<file path="src/rtl/bus_test_pkg.sv">
// Shared types and helpers for the bus test sequencer.
//
// Contents:
//   seq_state_e   FSM state encoding; the values are visible on state_out.
//   step_w()      width of one step-memory word.
//   *_lsb()       bit offsets of each field within a step word.
//   Def*          the same offsets for the default configuration.
//
// Step word layout, MSB to LSB:
//   {en_mask[N], rd_mask[N], delay[DLY], addr[N-1..0][A], data[N-1..0][D]}
// Master 0 occupies the lowest addr/data slice.
package bus_test_pkg;

  typedef enum logic [2:0] {
    StIdle    = 3'd0,
    StLoad    = 3'd1,
    StDelay   = 3'd2,
    StDrive   = 3'd3,
    StWaitReq = 3'd4,
    StFinish  = 3'd5
  } seq_state_e;

  function automatic int unsigned step_w(input int unsigned n, input int unsigned a,
                                         input int unsigned d, input int unsigned dly);
    return 2 * n + dly + n * (a + d);
  endfunction

  function automatic int unsigned addr_lsb(input int unsigned n, input int unsigned d);
    return n * d;
  endfunction

  function automatic int unsigned dly_lsb(input int unsigned n, input int unsigned a,
                                          input int unsigned d);
    return n * (a + d);
  endfunction

  function automatic int unsigned rd_lsb(input int unsigned n, input int unsigned a,
                                         input int unsigned d, input int unsigned dly);
    return n * (a + d) + dly;
  endfunction

  function automatic int unsigned en_lsb(input int unsigned n, input int unsigned a,
                                         input int unsigned d, input int unsigned dly);
    return n * (a + d) + dly + n;
  endfunction

  // Field offsets for the default configuration (N=2, A=14, D=8, DLY=4).
  localparam int unsigned DefDataLsb = 0;
  localparam int unsigned DefAddrLsb = 2 * 8;
  localparam int unsigned DefDlyLsb  = 2 * (14 + 8);
  localparam int unsigned DefRdLsb   = DefDlyLsb + 4;
  localparam int unsigned DefEnLsb   = DefRdLsb + 2;
  localparam int unsigned DefStepW   = DefEnLsb + 2;

endpackage

</file>
<file path="src/rtl/seq_step_mem.sv">
// Step memory for the bus test sequencer.
//
// DEPTH x WIDTH array with synchronous write and a registered read port.
// Read data appears one cycle after raddr is presented. Contents are not
// reset, so programmed steps survive a sequencer reset.
//
// Ports:
//   clk    rising-edge clock
//   we     write strobe
//   waddr  write index
//   wdata  write word
//   raddr  read index (registered)
//   rdata  read word, valid the cycle after raddr
module seq_step_mem #(
  parameter int unsigned DEPTH = 16,
  parameter int unsigned WIDTH = 8
) (
  input  logic                     clk,
  input  logic                     we,
  input  logic [$clog2(DEPTH)-1:0] waddr,
  input  logic [WIDTH-1:0]         wdata,
  input  logic [$clog2(DEPTH)-1:0] raddr,
  output logic [WIDTH-1:0]         rdata
);

  logic [WIDTH-1:0] mem_q [DEPTH];
  logic [WIDTH-1:0] rdata_q;

  always_ff @(posedge clk) begin
    if (we) begin
      mem_q[waddr] <= wdata;
    end
    rdata_q <= mem_q[raddr];
  end

  assign rdata = rdata_q;

endmodule

</file>
<file path="src/rtl/bus_test_sequencer.sv">
// Programmable stimulus sequencer for a multi-master bus test harness.
//
// Plays num_steps consecutive steps from the step memory, starting at
// start_idx (wrapping modulo STEP_DEPTH). Each step waits its pre-delay,
// drives the masked masters for HOLD_CYCLES cycles, then waits for every
// m_request to drop before loading the next step.
//
// Ports:
//   clk, reset            clock; asynchronous active-low reset
//   cfg_we/addr/wdata     step-memory write port, honoured only while idle
//   start/start_idx/num_steps  launch a run (sampled only in IDLE)
//   abort                 drop to IDLE from any busy state, no done
//   m_request             per-master transaction-in-progress flags
//   m_enable/read_en/addr/data  registered master stimulus
//   busy, done, state_out run status; done is a one-cycle pulse
//   timeout_err           sticky WAIT_REQ timeout flag (timeout build only)
//
// Optional feature: define BUS_TEST_SEQ_TIMEOUT_EN to add TIMEOUT_CYCLES and
// timeout_err; WAIT_REQ then gives up after TIMEOUT_CYCLES cycles.
module bus_test_sequencer
  import bus_test_pkg::*;
#(
  parameter int unsigned NUM_MASTERS = 2,
  parameter int unsigned DATA_WIDTH  = 8,
  parameter int unsigned ADDR_WIDTH  = 14,
  parameter int unsigned STEP_DEPTH  = 16,
  parameter int unsigned DLY_WIDTH   = 4,
  parameter int unsigned HOLD_CYCLES = 3
`ifdef BUS_TEST_SEQ_TIMEOUT_EN
  ,
  parameter int unsigned TIMEOUT_CYCLES = 255
`endif
) (
  input  logic                                 clk,
  input  logic                                 reset,
  input  logic                                 cfg_we,
  input  logic [$clog2(STEP_DEPTH)-1:0]        cfg_addr,
  input  logic [step_w(NUM_MASTERS, ADDR_WIDTH, DATA_WIDTH, DLY_WIDTH)-1:0] cfg_wdata,
  input  logic                                 start,
  input  logic [$clog2(STEP_DEPTH)-1:0]        start_idx,
  input  logic [$clog2(STEP_DEPTH):0]          num_steps,
  input  logic                                 abort,
  input  logic [NUM_MASTERS-1:0]               m_request,
  output logic [NUM_MASTERS-1:0]               m_enable,
  output logic [NUM_MASTERS-1:0]               m_read_en,
  output logic [NUM_MASTERS*ADDR_WIDTH-1:0]    m_addr,
  output logic [NUM_MASTERS*DATA_WIDTH-1:0]    m_data,
  output logic                                 busy,
  output logic                                 done,
  output logic [2:0]                           state_out
`ifdef BUS_TEST_SEQ_TIMEOUT_EN
  ,
  output logic                                 timeout_err
`endif
);

  localparam int unsigned N       = NUM_MASTERS;
  localparam int unsigned StepW   = step_w(N, ADDR_WIDTH, DATA_WIDTH, DLY_WIDTH);
  localparam int unsigned IdxW    = $clog2(STEP_DEPTH);
  localparam int unsigned RemW    = IdxW + 1;
  localparam int unsigned CntW    = (DLY_WIDTH > 4) ? DLY_WIDTH : 4;
  localparam int unsigned AddrLsb = addr_lsb(N, DATA_WIDTH);
  localparam int unsigned DlyLsb  = dly_lsb(N, ADDR_WIDTH, DATA_WIDTH);
  localparam int unsigned RdLsb   = rd_lsb(N, ADDR_WIDTH, DATA_WIDTH, DLY_WIDTH);
  localparam int unsigned EnLsb   = en_lsb(N, ADDR_WIDTH, DATA_WIDTH, DLY_WIDTH);

  seq_state_e                  state_q, state_d;
  logic [IdxW-1:0]             ptr_q, ptr_d;
  logic [RemW-1:0]             remain_q, remain_d;
  logic [CntW-1:0]             cnt_q, cnt_d;
  logic [StepW-1:0]            step_q, step_d;
  logic [N-1:0]                m_enable_q, m_enable_d;
  logic [N-1:0]                m_read_en_q, m_read_en_d;
  logic [N*ADDR_WIDTH-1:0]     m_addr_q, m_addr_d;
  logic [N*DATA_WIDTH-1:0]     m_data_q, m_data_d;
  logic                        done_q, done_d;
  logic [StepW-1:0]            mem_rdata;
  logic [DLY_WIDTH-1:0]        ld_dly;

`ifdef BUS_TEST_SEQ_TIMEOUT_EN
  localparam int unsigned ToW = $clog2(TIMEOUT_CYCLES + 1);
  logic [ToW-1:0] to_cnt_q, to_cnt_d;
  logic           timeout_err_q, timeout_err_d;
`endif

  // Read address follows ptr_d so the word is already registered when LOAD
  // is entered; LOAD then only has to decide between DELAY and DRIVE.
  seq_step_mem #(
    .DEPTH (STEP_DEPTH),
    .WIDTH (StepW)
  ) u_step_mem (
    .clk   (clk),
    .we    (cfg_we && (state_q == StIdle)),
    .waddr (cfg_addr),
    .wdata (cfg_wdata),
    .raddr (ptr_d),
    .rdata (mem_rdata)
  );

  assign ld_dly = mem_rdata[DlyLsb +: DLY_WIDTH];

  // Next-state logic.
  always_comb begin
    state_d  = state_q;
    ptr_d    = ptr_q;
    remain_d = remain_q;
    cnt_d    = cnt_q;
    step_d   = step_q;
`ifdef BUS_TEST_SEQ_TIMEOUT_EN
    to_cnt_d      = to_cnt_q;
    timeout_err_d = timeout_err_q;
`endif
    unique case (state_q)
      StIdle: begin
        if (start) begin
          ptr_d    = start_idx;
          // A run can never cover more than the whole memory.
          remain_d = (num_steps > RemW'(STEP_DEPTH)) ? RemW'(STEP_DEPTH) : num_steps;
          state_d  = (num_steps == '0) ? StFinish : StLoad;
`ifdef BUS_TEST_SEQ_TIMEOUT_EN
          timeout_err_d = 1'b0;
`endif
        end
      end
      StLoad: begin
        step_d = mem_rdata;
        if (ld_dly != '0) begin
          state_d = StDelay;
          cnt_d   = CntW'(ld_dly) - CntW'(1);
        end else begin
          state_d = StDrive;
          cnt_d   = CntW'(HOLD_CYCLES - 1);
        end
      end
      StDelay: begin
        if (cnt_q == '0) begin
          state_d = StDrive;
          cnt_d   = CntW'(HOLD_CYCLES - 1);
        end else begin
          cnt_d = cnt_q - CntW'(1);
        end
      end
      StDrive: begin
        if (cnt_q == '0) begin
          state_d = StWaitReq;
`ifdef BUS_TEST_SEQ_TIMEOUT_EN
          to_cnt_d = '0;
`endif
        end else begin
          cnt_d = cnt_q - CntW'(1);
        end
      end
      StWaitReq: begin
        if (m_request == '0) begin
          ptr_d    = ptr_q + IdxW'(1);
          remain_d = remain_q - RemW'(1);
          state_d  = (remain_q == RemW'(1)) ? StFinish : StLoad;
        end
`ifdef BUS_TEST_SEQ_TIMEOUT_EN
        else if (to_cnt_q == ToW'(TIMEOUT_CYCLES - 1)) begin
          state_d       = StIdle;
          timeout_err_d = 1'b1;
        end else begin
          to_cnt_d = to_cnt_q + ToW'(1);
        end
`endif
      end
      StFinish: state_d = StIdle;
      default:  state_d = StIdle;
    endcase

    if (abort && (state_q != StIdle)) begin
      state_d = StIdle;
    end
  end

  // Outputs are registered from the next state, so they line up with
  // state_out and vanish in the same cycle as an abort.
  always_comb begin
    m_enable_d  = '0;
    m_read_en_d = '0;
    m_addr_d    = '0;
    m_data_d    = '0;
    done_d      = (state_d == StFinish);
    if (state_d == StDrive) begin
      m_enable_d  = step_d[EnLsb +: N];
      m_read_en_d = step_d[RdLsb +: N] & step_d[EnLsb +: N];
      for (int i = 0; i < int'(N); i++) begin
        if (step_d[EnLsb + i]) begin
          m_addr_d[i*ADDR_WIDTH +: ADDR_WIDTH] = step_d[AddrLsb + i*ADDR_WIDTH +: ADDR_WIDTH];
          m_data_d[i*DATA_WIDTH +: DATA_WIDTH] = step_d[i*DATA_WIDTH +: DATA_WIDTH];
        end
      end
    end else if (state_d == StWaitReq) begin
      m_read_en_d = m_read_en_q;
      m_addr_d    = m_addr_q;
      m_data_d    = m_data_q;
    end
  end

  always_ff @(posedge clk or negedge reset) begin
    if (!reset) begin
      state_q     <= StIdle;
      ptr_q       <= '0;
      remain_q    <= '0;
      cnt_q       <= '0;
      step_q      <= '0;
      m_enable_q  <= '0;
      m_read_en_q <= '0;
      m_addr_q    <= '0;
      m_data_q    <= '0;
      done_q      <= 1'b0;
`ifdef BUS_TEST_SEQ_TIMEOUT_EN
      to_cnt_q      <= '0;
      timeout_err_q <= 1'b0;
`endif
    end else begin
      state_q     <= state_d;
      ptr_q       <= ptr_d;
      remain_q    <= remain_d;
      cnt_q       <= cnt_d;
      step_q      <= step_d;
      m_enable_q  <= m_enable_d;
      m_read_en_q <= m_read_en_d;
      m_addr_q    <= m_addr_d;
      m_data_q    <= m_data_d;
      done_q      <= done_d;
`ifdef BUS_TEST_SEQ_TIMEOUT_EN
      to_cnt_q      <= to_cnt_d;
      timeout_err_q <= timeout_err_d;
`endif
    end
  end

  assign m_enable  = m_enable_q;
  assign m_read_en = m_read_en_q;
  assign m_addr    = m_addr_q;
  assign m_data    = m_data_q;
  assign done      = done_q;
  assign busy      = (state_q != StIdle);
  assign state_out = state_q;
`ifdef BUS_TEST_SEQ_TIMEOUT_EN
  assign timeout_err = timeout_err_q;
`endif

endmodule

</file>
<file path="config.mk">
export PLATFORM = sky130hd
export DESIGN_NAME = bus_test_sequencer
export DESIGN_NICKNAME = d
export VERILOG_FILES = /design/src/rtl/bus_test_pkg.sv /design/src/rtl/seq_step_mem.sv /design/src/rtl/bus_test_sequencer.sv
export SDC_FILE = /design/constraint.sdc
export NUM_CORES = 1
export LEC_CHECK = 0
export ABC_AREA = 0
export CAP_MARGIN = 20
export CELL_PAD_IN_SITES_DETAIL_PLACEMENT = 1
export CELL_PAD_IN_SITES_GLOBAL_PLACEMENT = 1
export CORE_ASPECT_RATIO = 2
export CORE_MARGIN = 2
export CORE_UTILIZATION = 57
export DETAILED_ROUTE_END_ITERATION = 6
export HOLD_SLACK_MARGIN = 0.08
export PLACE_DENSITY_LB_ADDON = 0.05
export SLEW_MARGIN = 20
export SYNTH_ARGS = -nofsm -noshare
export SYNTH_HDL_FRONTEND = slang
export SYNTH_SLANG_ARGS = --single-unit
</file>
<file path="constraint.sdc">
create_clock -name clk -period 15.7 [get_ports clk]
set_input_delay 3.14 -clock clk [delete_from_list [all_inputs] [get_ports clk]]
set_output_delay 3.14 -clock clk [all_outputs]
set_load 0.05 [all_outputs]
</file>
==> metrics.txt <==
TritonRoute pass-1 iters=5; cell mode on critical path=buf_12; largest net degree at the start of global routing=149; CTS tree=done; Initial DRC Count=1,688; Seq cells post-synth=997; Area Growth Syn to Fin=13.7%; Post-route DRC=0; status=finished, final reports clean; IO Port Bufs=124; post-CTS sizing=0; crit path launch=m_request[1]; Largest delay share family, worst path=buffers and inverters; clk_lat worst skew=0.68 ns; Yosys top cell by area=edfxtp_1; CP max FO=144; Die Height=366 µm; critical setup path kind=input port to flop; Top FF cell, synth=edfxtp_1; Max-slew headroom=24.1%; Mean Syn Cell Area=18.3 µm²; hold buffer count at CTS=0; Starting Density=57.6%; IO Pins=125; GRT Residual Overflow=0; fin crit period=6.87 ns; HP Class=flop to flop; CP Launch Type=input port; Die X=185 µm; Power Density=176 nW/µm²; Yosys Warn Count=0; r2r endpoint=u_step_mem.rdata[25]; maximum clock path buffer count=3; first-pass GRT wire length=146,000 µm; worst setup path endpoint=u_step_mem.rdata[25]; period utilisation layout=43.7%; syn nets=2,122; RSZ-0062 raised after global routing=no; f_max=146 MHz; CTS root buf=clkbuf_16; HPWL after detailed placement=51,700 µm; Synth top area share=67.0%; vias=20,200; Final Skew=0.0283 ns; flop2flop setup slack=11.10 ns; CP arrival=7.39 ns; CP max stage delay=0.74 ns; most frequent cells in the layout=edfxtp_1 (832), mux2i_1 (419), o22ai_1 (209); Total Neg Setup Slack=0 ns; postcts setup bufs=0; layout cells sized above 1=11.1%; Net count, final=2,262; Post-synth EDFFs=832; leak pwr=15.1 nW; CP Cell Sequence=clkdlybuf4s50_1 > nor2_1 > nand4_1 > o211ai_1 > buf_12 > buf_16 > buf_12 > mux2i_1 > o22ai_1 > or4_1; clk sinks=997; Synth async-reset ratio=11.3%; vias in the first global route=21,700; Mapped Area=37,300 µm²; Antenna Nets Post-Route=0; gpl congestion=0.779; Slowest-stage cell, CP=buf_12; die area=67,600 µm²; Util after Layout=65.5%; Layout fillers=5,449; top post-synthesis cells by area=edfxtp_1 (67%), mux2i_1 (11%), dfrtp_1 (7.6%); Crit. End Element=flop; Synth cell types=61; reg2reg path depth=9; worst-margin pin slew=1.14 ns; Seq/Total Area, Yosys=77.3%; WP data required=16.23 ns; most common cell after layout, fill and taps aside=edfxtp_1; Worst-path clk slew=0.07 ns; Routed WL per cell=31.9 µm; max-slew violation count=0; Fin. Hold Viols=0; max_cap viols=0; Bufs and invs on worst path=4; r2r startpoint=state_out[0]; initial antenna violation count=5; # H-tree levels=3; post-synthesis instance total=2,044; DR vias/cell=6.44; Total GRT Usage=30.2%; # rows=132; hold depth=1; core area=64,700 µm²; TritonCTS Buffers=85; # setup viols final=0; WP depth=10; VDD IR max=0.226 mV; final WL=99,800 µm
cell type report:
type	instances	area [µm²]	area share, %
sequential	997	28900	68.0
multi-input combinational	913	7990	18.8
clock buffer	120	2420	5.71
timing repair buffer	164	1620	3.82
tap	871	1090	2.57
clock inverter	39	365	0.861
inverter	23	88.8	0.209
antenna	3	7.51	0.0177
worst register-to-register path, delay by kind of cell, from the launching register on:
kind,cells,cell delay [ns]
AOI/OAI and AO/OA,2,0.31
buffers and inverters,3,1.85
DFF,1,0.55
muxes,1,0.62
and+or+nand+nor,3,1.15
Yosys cell counts (9+ instances only):
cell	number
a32o_1	46
buf_2	40
buf_4	10
clkbuf_1	54
dfrtp_1	113
dfxtp_1	52
edfxtp_1	832
inv_1	20
mux2_2	46
mux2i_1	419
nor2_1	30
o21ai_0	9
o22ai_1	209
or4_1	53
state kept, by name (all words and copies together), names as in the netlist, 2 cells and up:
| signal | cells |
|---|---|
| step_q | 48 |
| m_addr | 28 |
| cnt_q | 4 |
| state_out | 3 |
| m_read_en | 2 |
| u_step_mem.rdata | 52 |
| m_enable | 2 |
| remain_q | 5 |
| u_step_mem.mem_q | 832 |
| m_data | 16 |
| ptr_q | 4 |
worst min-delay path by stage:
stage,slack [ns],endpoint,start
after CTS,0.47,step_q[6],u_step_mem.rdata[6]
after global routing,0.49,step_q[6],u_step_mem.rdata[6]
after global placement,0.46,step_q[48],u_step_mem.rdata[48]
after floorplan,0.46,step_q[10],u_step_mem.rdata[10]
after detailed placement,0.47,step_q[48],u_step_mem.rdata[48]
final,0.47,step_q[6],u_step_mem.rdata[6]
per-stage QoR:
stage / std cells / hold slack (ns) / instance area [µm²] / total power (W) / setup WS, ns
after floorplan: 2044 / 0.456 / 37300 / 0.00468 / 8.05
after global placement: 2965 / 0.460 / 39600 / 0.00527 / 8.53
after detailed placement: 2965 / 0.469 / 39600 / 0.00537 / 8.39
after CTS: 3124 / 0.469 / 42300 / 0.00748 / 9.03
after global routing: 3129 / 0.492 / 42400 / 0.00770 / 8.81
final: 3130 / 0.466 / 42400 / 0.00745 / 8.83
kinds of logic (layout without fill, tap and decap cells):
| family | after synthesis | in the layout | share of synthesized area [%] |
|---|---|---|---|
| AO/OA/AOI/OAI | 298 | 298 | 5.64 |
| XOR/XNOR | 3 | 3 | 0.0704 |
| adder cells (fa/ha/maj) | 7 | 7 | 0.228 |
| buffers and inverters | 134 | 346 | 1.71 |
| flip-flops | 997 | 997 | 77.3 |
| multiplexers | 465 | 465 | 12.6 |
| other | 0 | 3 | 0 |
| AND/OR/NAND/NOR | 140 | 140 | 2.37 |
power breakdown:
group	internal [W]	switching, W
Clock	0.00116	0.000960
Combinational	0.000835	0.00131
Sequential	0.00308	0.000100
layer usage:
metal  wire length [µm]  track usage, %  vias to the layer above
met5                  0               0                        -
li1                   -               -                     8515
met3               5840            4.32                      154
met4               2320            9.58                        0
met1              39300            39.3                    10800
met2              52400            52.3                      718
Note: power is estimated with default switching activity, not from simulation.
